`config.mk`:
```
export PLATFORM = sky130hd
export DESIGN_NAME = tone_arbiter
export DESIGN_NICKNAME = d
export VERILOG_FILES = /design/src/rtl/tone_arb_pkg.sv /design/src/rtl/tone_arb_timer.sv /design/src/rtl/tone_arbiter.sv
export SDC_FILE = /design/constraint.sdc
export NUM_CORES = 1
export LEC_CHECK = 0
export CORE_ASPECT_RATIO = 1.4
export CORE_MARGIN = 2
export CORE_UTILIZATION = 53
export CTS_BUF_LIST = sky130_fd_sc_hd__clkbuf_4
export DETAILED_ROUTE_END_ITERATION = 8
export PLACE_DENSITY_LB_ADDON = 0.1
export SYNTH_ARGS = -nofsm -noshare
export SYNTH_HDL_FRONTEND = slang
export SYNTH_SLANG_ARGS = --single-unit
```
`constraint.sdc`:
```
create_clock -name CP -period 2.7 [get_ports CP]
set_input_delay 0.27 -clock CP [delete_from_list [all_inputs] [get_ports CP]]
set_output_delay 0.27 -clock CP [all_outputs]
set_load 0.01 [all_outputs]
```
`src/rtl/tone_arb_pkg.sv`:
```
// Shared types and constants for the buzzer tone arbiter: state codes, grant
// bit positions, the silence code and the low/middle/high do-xi note pitches.
package tone_arb_pkg;

  typedef enum logic [2:0] {
    ST_IDLE = 3'd0,
    ST_GAP  = 3'd1,
    ST_AUTO = 3'd2,
    ST_KEY  = 3'd3,
    ST_BEEP = 3'd4
  } tone_state_e;

  localparam logic [10:0] SILENCE = 11'd1;

  localparam int G_AUTO = 0;
  localparam int G_KEY  = 1;
  localparam int G_BEEP = 2;

  // Note pitches in Hz, shared with the song player and key decoder.
  localparam logic [10:0] NOTE_L_DO = 11'd262;
  localparam logic [10:0] NOTE_L_RE = 11'd294;
  localparam logic [10:0] NOTE_L_MI = 11'd330;
  localparam logic [10:0] NOTE_L_FA = 11'd349;
  localparam logic [10:0] NOTE_L_SO = 11'd392;
  localparam logic [10:0] NOTE_L_LA = 11'd440;
  localparam logic [10:0] NOTE_L_XI = 11'd494;
  localparam logic [10:0] NOTE_M_DO = 11'd523;
  localparam logic [10:0] NOTE_M_RE = 11'd587;
  localparam logic [10:0] NOTE_M_MI = 11'd659;
  localparam logic [10:0] NOTE_M_FA = 11'd698;
  localparam logic [10:0] NOTE_M_SO = 11'd784;
  localparam logic [10:0] NOTE_M_LA = 11'd880;
  localparam logic [10:0] NOTE_M_XI = 11'd988;
  localparam logic [10:0] NOTE_H_DO = 11'd1046;
  localparam logic [10:0] NOTE_H_RE = 11'd1175;
  localparam logic [10:0] NOTE_H_MI = 11'd1318;
  localparam logic [10:0] NOTE_H_FA = 11'd1397;
  localparam logic [10:0] NOTE_H_SO = 11'd1568;
  localparam logic [10:0] NOTE_H_LA = 11'd1760;
  localparam logic [10:0] NOTE_H_XI = 11'd1976;

  function automatic logic [2:0] grant_of(input logic [2:0] st);
    logic [2:0] g;
    g = 3'b000;
    case (st)
      ST_AUTO: g[G_AUTO] = 1'b1;
      ST_KEY:  g[G_KEY]  = 1'b1;
      ST_BEEP: g[G_BEEP] = 1'b1;
      default: g = 3'b000;
    endcase
    return g;
  endfunction

endpackage

```
`src/rtl/tone_arb_timer.sv`:
```
// Loadable saturating down-counter shared by the GAP, KEY-hold and BEEP
// intervals; done is registered and is high whenever the count sits at zero.
module tone_arb_timer
  import tone_arb_pkg::*;
#(
  parameter int W = 4
) (
  input  logic         clk,
  input  logic         reset,
  input  logic         load,
  input  logic [W-1:0] load_val,
  output logic         done
);

  logic [W-1:0] count_r;

  // Load on state entry, otherwise count down and stick at zero
  always_ff @(posedge clk) begin
    if (reset) begin
      count_r <= '0;
      done    <= 1'b1;
    end else if (load) begin
      count_r <= load_val;
      done    <= (load_val == '0);
    end else if (count_r != '0) begin
      count_r <= count_r - W'(1);
      done    <= (count_r == W'(1));
    end else begin
      count_r <= count_r;
      done    <= 1'b1;
    end
  end

endmodule

```
`src/rtl/tone_arbiter.sv`:
```
// Buzzer tone arbiter: grants the tone generator to beep > key > auto with a
// silent gap on every handover. Beep source is built only when
// TONE_ARB_BEEP_EN is defined; otherwise priority is key > auto.
module tone_arbiter
  import tone_arb_pkg::*;
#(
  parameter int          GAP_CYCLES  = 50_000,
  parameter int          HOLD_CYCLES = 2_500_000,
  parameter int          BEEP_CYCLES = 25_000_000,
  parameter logic [10:0] BEEP_FREQ   = 11'd1046
) (
  input  logic        CP,
  input  logic        reset,
  input  logic        key_req,
  input  logic [10:0] key_freq,
  input  logic        auto_req,
  input  logic [10:0] auto_freq,
  input  logic        beep_trig,
  output logic [10:0] frequency,
  output logic [2:0]  grant,
  output logic        auto_hold
);

  localparam logic [2:0] S_IDLE = ST_IDLE;
  localparam logic [2:0] S_GAP  = ST_GAP;
  localparam logic [2:0] S_AUTO = ST_AUTO;
  localparam logic [2:0] S_KEY  = ST_KEY;
  localparam logic [2:0] S_BEEP = ST_BEEP;

  localparam int MAX_GH = (GAP_CYCLES > HOLD_CYCLES) ? GAP_CYCLES : HOLD_CYCLES;
`ifdef TONE_ARB_BEEP_EN
  localparam int MAX_ALL = (BEEP_CYCLES > MAX_GH) ? BEEP_CYCLES : MAX_GH;
  localparam logic [2:0] GRANT_MASK = 3'b111;
`else
  localparam int MAX_ALL = MAX_GH;
  localparam logic [2:0] GRANT_MASK = 3'b011;
`endif
  localparam int CNT_W = (MAX_ALL > 2) ? $clog2(MAX_ALL) : 1;

  localparam logic [CNT_W-1:0] GAP_LOAD  = CNT_W'(GAP_CYCLES - 1);
  localparam logic [CNT_W-1:0] HOLD_LOAD = CNT_W'(HOLD_CYCLES - 1);

  logic [2:0]       state_r;
  logic [2:0]       next_state_s;
  logic [2:0]       arb_s;
  logic             beep_req_s;
  logic             timer_done_s;
  logic             timer_load_s;
  logic [CNT_W-1:0] load_val_s;
  logic [10:0]      freq_next_s;

`ifdef TONE_ARB_BEEP_EN
  localparam logic [CNT_W-1:0] BEEP_LOAD = CNT_W'(BEEP_CYCLES - 1);
  logic beep_pend_r;

  // A trigger arriving this cycle counts immediately so it wins a same-cycle tie.
  assign beep_req_s = beep_pend_r | (beep_trig & (state_r != S_BEEP));

  // Remember a beep request until BEEP is entered; triggers during BEEP are dropped
  always_ff @(posedge CP) begin
    if (reset) begin
      beep_pend_r <= 1'b0;
    end else if (next_state_s == S_BEEP) begin
      beep_pend_r <= 1'b0;
    end else if (beep_trig && (state_r != S_BEEP)) begin
      beep_pend_r <= 1'b1;
    end else begin
      beep_pend_r <= beep_pend_r;
    end
  end
`else
  logic unused_beep_s;
  assign unused_beep_s = ^{beep_trig, BEEP_FREQ, BEEP_CYCLES[0]};
  assign beep_req_s    = 1'b0;
`endif

  assign arb_s = beep_req_s ? S_BEEP :
                 key_req    ? S_KEY  :
                 auto_req   ? S_AUTO : S_IDLE;

  // Next-state selection
  always_comb begin
    next_state_s = state_r;
    case (state_r)
      S_IDLE: next_state_s = arb_s;
      S_AUTO: begin
        if (!auto_req) begin
          next_state_s = S_IDLE;
        end else if (beep_req_s || key_req) begin
          next_state_s = S_GAP;
        end else begin
          next_state_s = S_AUTO;
        end
      end
      S_KEY: begin
        if (beep_req_s) begin
          next_state_s = S_GAP;
        end else if (timer_done_s && !key_req) begin
          next_state_s = S_IDLE;
        end else begin
          next_state_s = S_KEY;
        end
      end
      S_BEEP: begin
        if (!timer_done_s) begin
          next_state_s = S_BEEP;
        end else if (key_req || auto_req) begin
          next_state_s = S_GAP;
        end else begin
          next_state_s = S_IDLE;
        end
      end
      S_GAP: begin
        if (timer_done_s) begin
          next_state_s = arb_s;
        end else begin
          next_state_s = S_GAP;
        end
      end
      default: next_state_s = S_IDLE;
    endcase
  end

  assign timer_load_s = (next_state_s != state_r);

  // Interval length for the state being entered
  always_comb begin
    load_val_s = '0;
    case (next_state_s)
      S_GAP:   load_val_s = GAP_LOAD;
      S_KEY:   load_val_s = HOLD_LOAD;
`ifdef TONE_ARB_BEEP_EN
      S_BEEP:  load_val_s = BEEP_LOAD;
`endif
      default: load_val_s = '0;
    endcase
  end

  // Pitch for the coming cycle; a released key keeps its last sampled pitch
  always_comb begin
    freq_next_s = SILENCE;
    case (next_state_s)
      S_AUTO:  freq_next_s = auto_freq;
      S_KEY:   freq_next_s = key_req ? key_freq : frequency;
`ifdef TONE_ARB_BEEP_EN
      S_BEEP:  freq_next_s = BEEP_FREQ;
`endif
      default: freq_next_s = SILENCE;
    endcase
  end

  // State and registered outputs, aligned to the state register
  always_ff @(posedge CP) begin
    if (reset) begin
      state_r   <= S_IDLE;
      frequency <= SILENCE;
      grant     <= 3'b000;
      auto_hold <= 1'b0;
    end else begin
      state_r   <= next_state_s;
      frequency <= freq_next_s;
      grant     <= grant_of(next_state_s) & GRANT_MASK;
      auto_hold <= auto_req && (next_state_s != S_AUTO);
    end
  end

  tone_arb_timer #(
    .W (CNT_W)
  ) u_timer (
    .clk      (CP),
    .reset    (reset),
    .load     (timer_load_s),
    .load_val (load_val_s),
    .done     (timer_done_s)
  );

endmodule

```
==> impl_metrics.csv <==
group,metric,value,unit
sta,finalCriticalPeriod,2.16,ns
synthesis,synth-seq-cells,40,
sta,fin_hold_ws,0.458,ns
synthesis,syn-num-nets,290,
critical_path,critPathLaunchType,"register",
finish,regArea,801,um^2
drt,drc,0,
clocking,ctsResizeCount,0,
finish,nets,325,
synthesis,synthCells,260,
die,die-area,0.00451,mm^2
placement,globalplace.congestion,0.822,
synthesis,yosys-top-cells-area,"dfxtp_1 38%, nor2_1 4.6%, a21oi_1 4.5%",
power_and_ir_drop,sw_frac_of_total,33.9,%
sta,hold_viol_final,0,
clocking,cts_buffer_depth,2,
critical_path,r2r_setup_slack,0.54,ns
drt,routed_wl,5020,um
status,outcome,"completed",
clocking,clkTransAtPathRegs,0.12,ns
finish,final_util,67.3,%
critical_path,critPathArrivalTime,2.45,ns
die,num_rows,27,
synthesis,ys_seq_area_share,38.0,%
power_and_ir_drop,leakage,0.995,nW
die,start_util,54.3,%
critical_path,path_cells,"inv_1 > ha_1 > nor3b_2 > nand4_2 > or3_1 > or3_1 > a21oi_2",
finish,syn2layout_area_growth,24.0,%
power_and_ir_drop,comb_power_share,33.9,%
synthesis,yosys.cell_count.top_type,"dfxtp_1",
clocking,root_buffer,"clkbuf_4",
global_routing,grt_pass1_vias,1890,
sta,clock_skew,0.0120,ns
sta,rsz0062_at_grt,"no",
synthesis,syn-cell-area,0.00211,mm^2
drt,postRouteAntennaNets,0,
finish,antennaDiodeCount,0,
critical_path,worst_setup_path_end_kind,"register",
die,die_w,57.3,um
clocking,cts-hold-fix-buffers,0,
drt,drt_iter0_drc,67,
global_routing,grt_pass1_wl,8450,um
synthesis,synth.distinct_cells,49,
sta,maxSlewViolCount,0,
clocking,post-cts-setup-buffers,0,
worst_hold_path,hold_class,"primary input to register",
sta,worstMarginPinSlew,0.700,ns
critical_path,required,2.98,ns
sta,tns,0,ns
placement,dp.cells,331,
global_routing,grt_max_degree,27,
synthesis,yosys.area.top_type_share,38.0,%
critical_path,worstSetupEndpoint,"u_timer.count_r[16]$_SDFFE_PP0P_",
die,die_y,78.7,um
drt,drt_pass1_iterations,4,
power_and_ir_drop,max-vdd-ir-drop,0.000519,V
drt,vias_per_cell,5.91,
clocking,htree_levels,2,
sta,setup_viol,0,
finish,final.fill_count,345,
synthesis,syn_area_per_cell,8.11,um^2
critical_path,reg2reg_depth,7,
critical_path,worstPathMaxFanout,6,
drt,vias,2005,
global_routing,grt-ovfl-total,0,
sta,relSlewSlack,52.9,%
synthesis,synth_edf_count,0,
finish,drive_above_1_share,8.78,%
power_and_ir_drop,power.share.clock,23.3,%
placement,hpwlAfterDp,3720,um
sta,fin_crit_sh,80.2,%
finish,multi_input_comb_area,0.00121,mm^2
die,ios,42,
critical_path,r2r_end,"u_timer.count_r[16]$_SDFFE_PP0P_",
global_routing,grt_use_total,23.6,%
critical_path,slowest_stage,"nor3b_2",
power_and_ir_drop,power_switching,582,uW
run,cap_violations,0,
critical_path,cp_common_cell,"or3_1",
drt,avgRoutedWirePerCell,14.8,um
critical_path,crit_start,"u_timer.count_r[0]$_SDFFE_PP0P_",
worst_hold_path,min-delay-start,"auto_freq[9]",
power_and_ir_drop,power_frac_seq,42.8,%
synthesis,async_flop_share,0,%
critical_path,timing.rr.start,"u_timer.count_r[0]$_SDFFE_PP0P_",
synthesis,ys_warn_count,0,
synthesis,synth_commonest_cells,"40 x dfxtp_1, 26 x nor2_1, 24 x nand2_1",
power_and_ir_drop,powerDensity,656,mW/mm^2
synthesis,synth_flop_cell,"dfxtp_1",
clocking,cts_buffers,5,
die,core_area,0.00388,mm^2
power_and_ir_drop,intPower,1.13,mW
finish,layoutNonFillerInstCount,339,
synthesis,synth_top_area_cell,"dfxtp_1",
sta,max_freq,0.462,GHz
clocking,cts_sinks,40,
clocking,clk_latency,0.35,ns
clocking,cts_tree,"built",
critical_path,path_class,"register to register",
critical_path,critical-path-max-stage-delay,0.39,ns
placement,numPortBuffers,39,
global_routing,antenna_found_initial,0,
[placed cells by master (no fill, tap or decap), types with 2 or more instances in the layout]
cell type,synthesis,layout
dfxtp_1,40,40
clkdlybuf4s50_1,0,39
nor2_1,26,26
nand2_1,24,24
a21oi_1,19,19
o21ai_0,18,18
nand3_1,14,14
a211oi_1,10,10
inv_1,9,9
xnor2_1,7,7
xor2_1,7,7
nor3_1,6,6
clkbuf_4,0,6
buf_4,1,6
nand3b_1,5,5
nand4_1,4,4
nand2b_1,4,4
o22ai_1,4,4
o2111ai_1,3,3
a21o_1,3,3
nor4_1,3,3
or3_1,3,3
ha_1,3,3
or4_1,2,2
nor4_4,2,2
and4b_1,2,2
o31ai_1,2,2
nand4b_1,2,2
[worst min path at each step]
stage	end	depth (start not counted)	slack [ns]
final	frequency[9]$_SDFFE_PP0P_	3	0.46
after CTS	frequency[9]$_SDFFE_PP0P_	3	0.44
after global routing	frequency[5]$_SDFFE_PP0P_	3	0.46
after detailed placement	frequency[7]$_SDFFE_PP0P_	2	0.49
after floorplan	frequency[0]$_SDFFE_PP1P_	2	0.40
after global placement	frequency[1]$_SDFFE_PP0P_	2	0.49
[power by group through the flow]
stage | clock (mW) | sequential (mW) | combinational, mW
after floorplan | 0 | 0.731 | 0.403
after global placement | 0 | 0.744 | 0.570
after detailed placement | 0 | 0.748 | 0.576
after CTS | 0.409 | 0.735 | 0.582
after global routing | 0.427 | 0.745 | 0.642
final | 0.399 | 0.735 | 0.582
[per-layer routing]
layer	wire length (um)	global-route usage, %
met3	279	4.94
met4	91	8.14
met5	0	0
met2	2680	42.9
met1	1970	26.7
[cells by family after synthesis]
family / Yosys count / synth area share [%]
mux: 1 / 0.534
buf+inv: 26 / 4.86
xor+xnor: 14 / 5.81
simple gates: 108 / 29.0
flops: 40 / 38.0
other cells: 1 / 0.178
compound gates: 67 / 19.9
fa+ha+maj: 3 / 1.78
[critical path, delay by kind of cell, from the launching register on]
| kind | cells | cell delay [ns] |
|---|---|---|
| AO/OA/AOI/OAI | 1 | 0.12 |
| AND/OR/NAND/NOR | 4 | 1.29 |
| flip-flops | 1 | 0.38 |
| adder cells (fa/ha/maj) | 1 | 0.19 |
| buffers and inverters | 1 | 0.12 |
[flip-flops by register name, indices dropped and copies added, names as in the netlist]
name,count
u_timer.count_r,22
auto_hold,1
state_r,3
frequency,11
u_timer.done,1
grant,2
[through the flow]
step | total power, mW | area, um^2 | worst slack [ns]
2_1_floorplan | 1.13 | 2110 | 0.825
3_3_place_gp | 1.31 | 2540 | 0.426
3_5_place_dp | 1.32 | 2540 | 0.417
4_1_cts | 1.73 | 2620 | 0.527
5_1_grt | 1.81 | 2620 | 0.434
6_report | 1.72 | 2620 | 0.536
[cell type report]
type,count,area share (%)
clock buffer,6,1.72
clock inverter,2,1.34
inverter,9,1.29
multi-input combinational,194,46.3
sequential,40,30.6
tap,43,2.06
timing repair buffer,45,16.6
No activity file was read; power rests on OpenSTA's default activity.
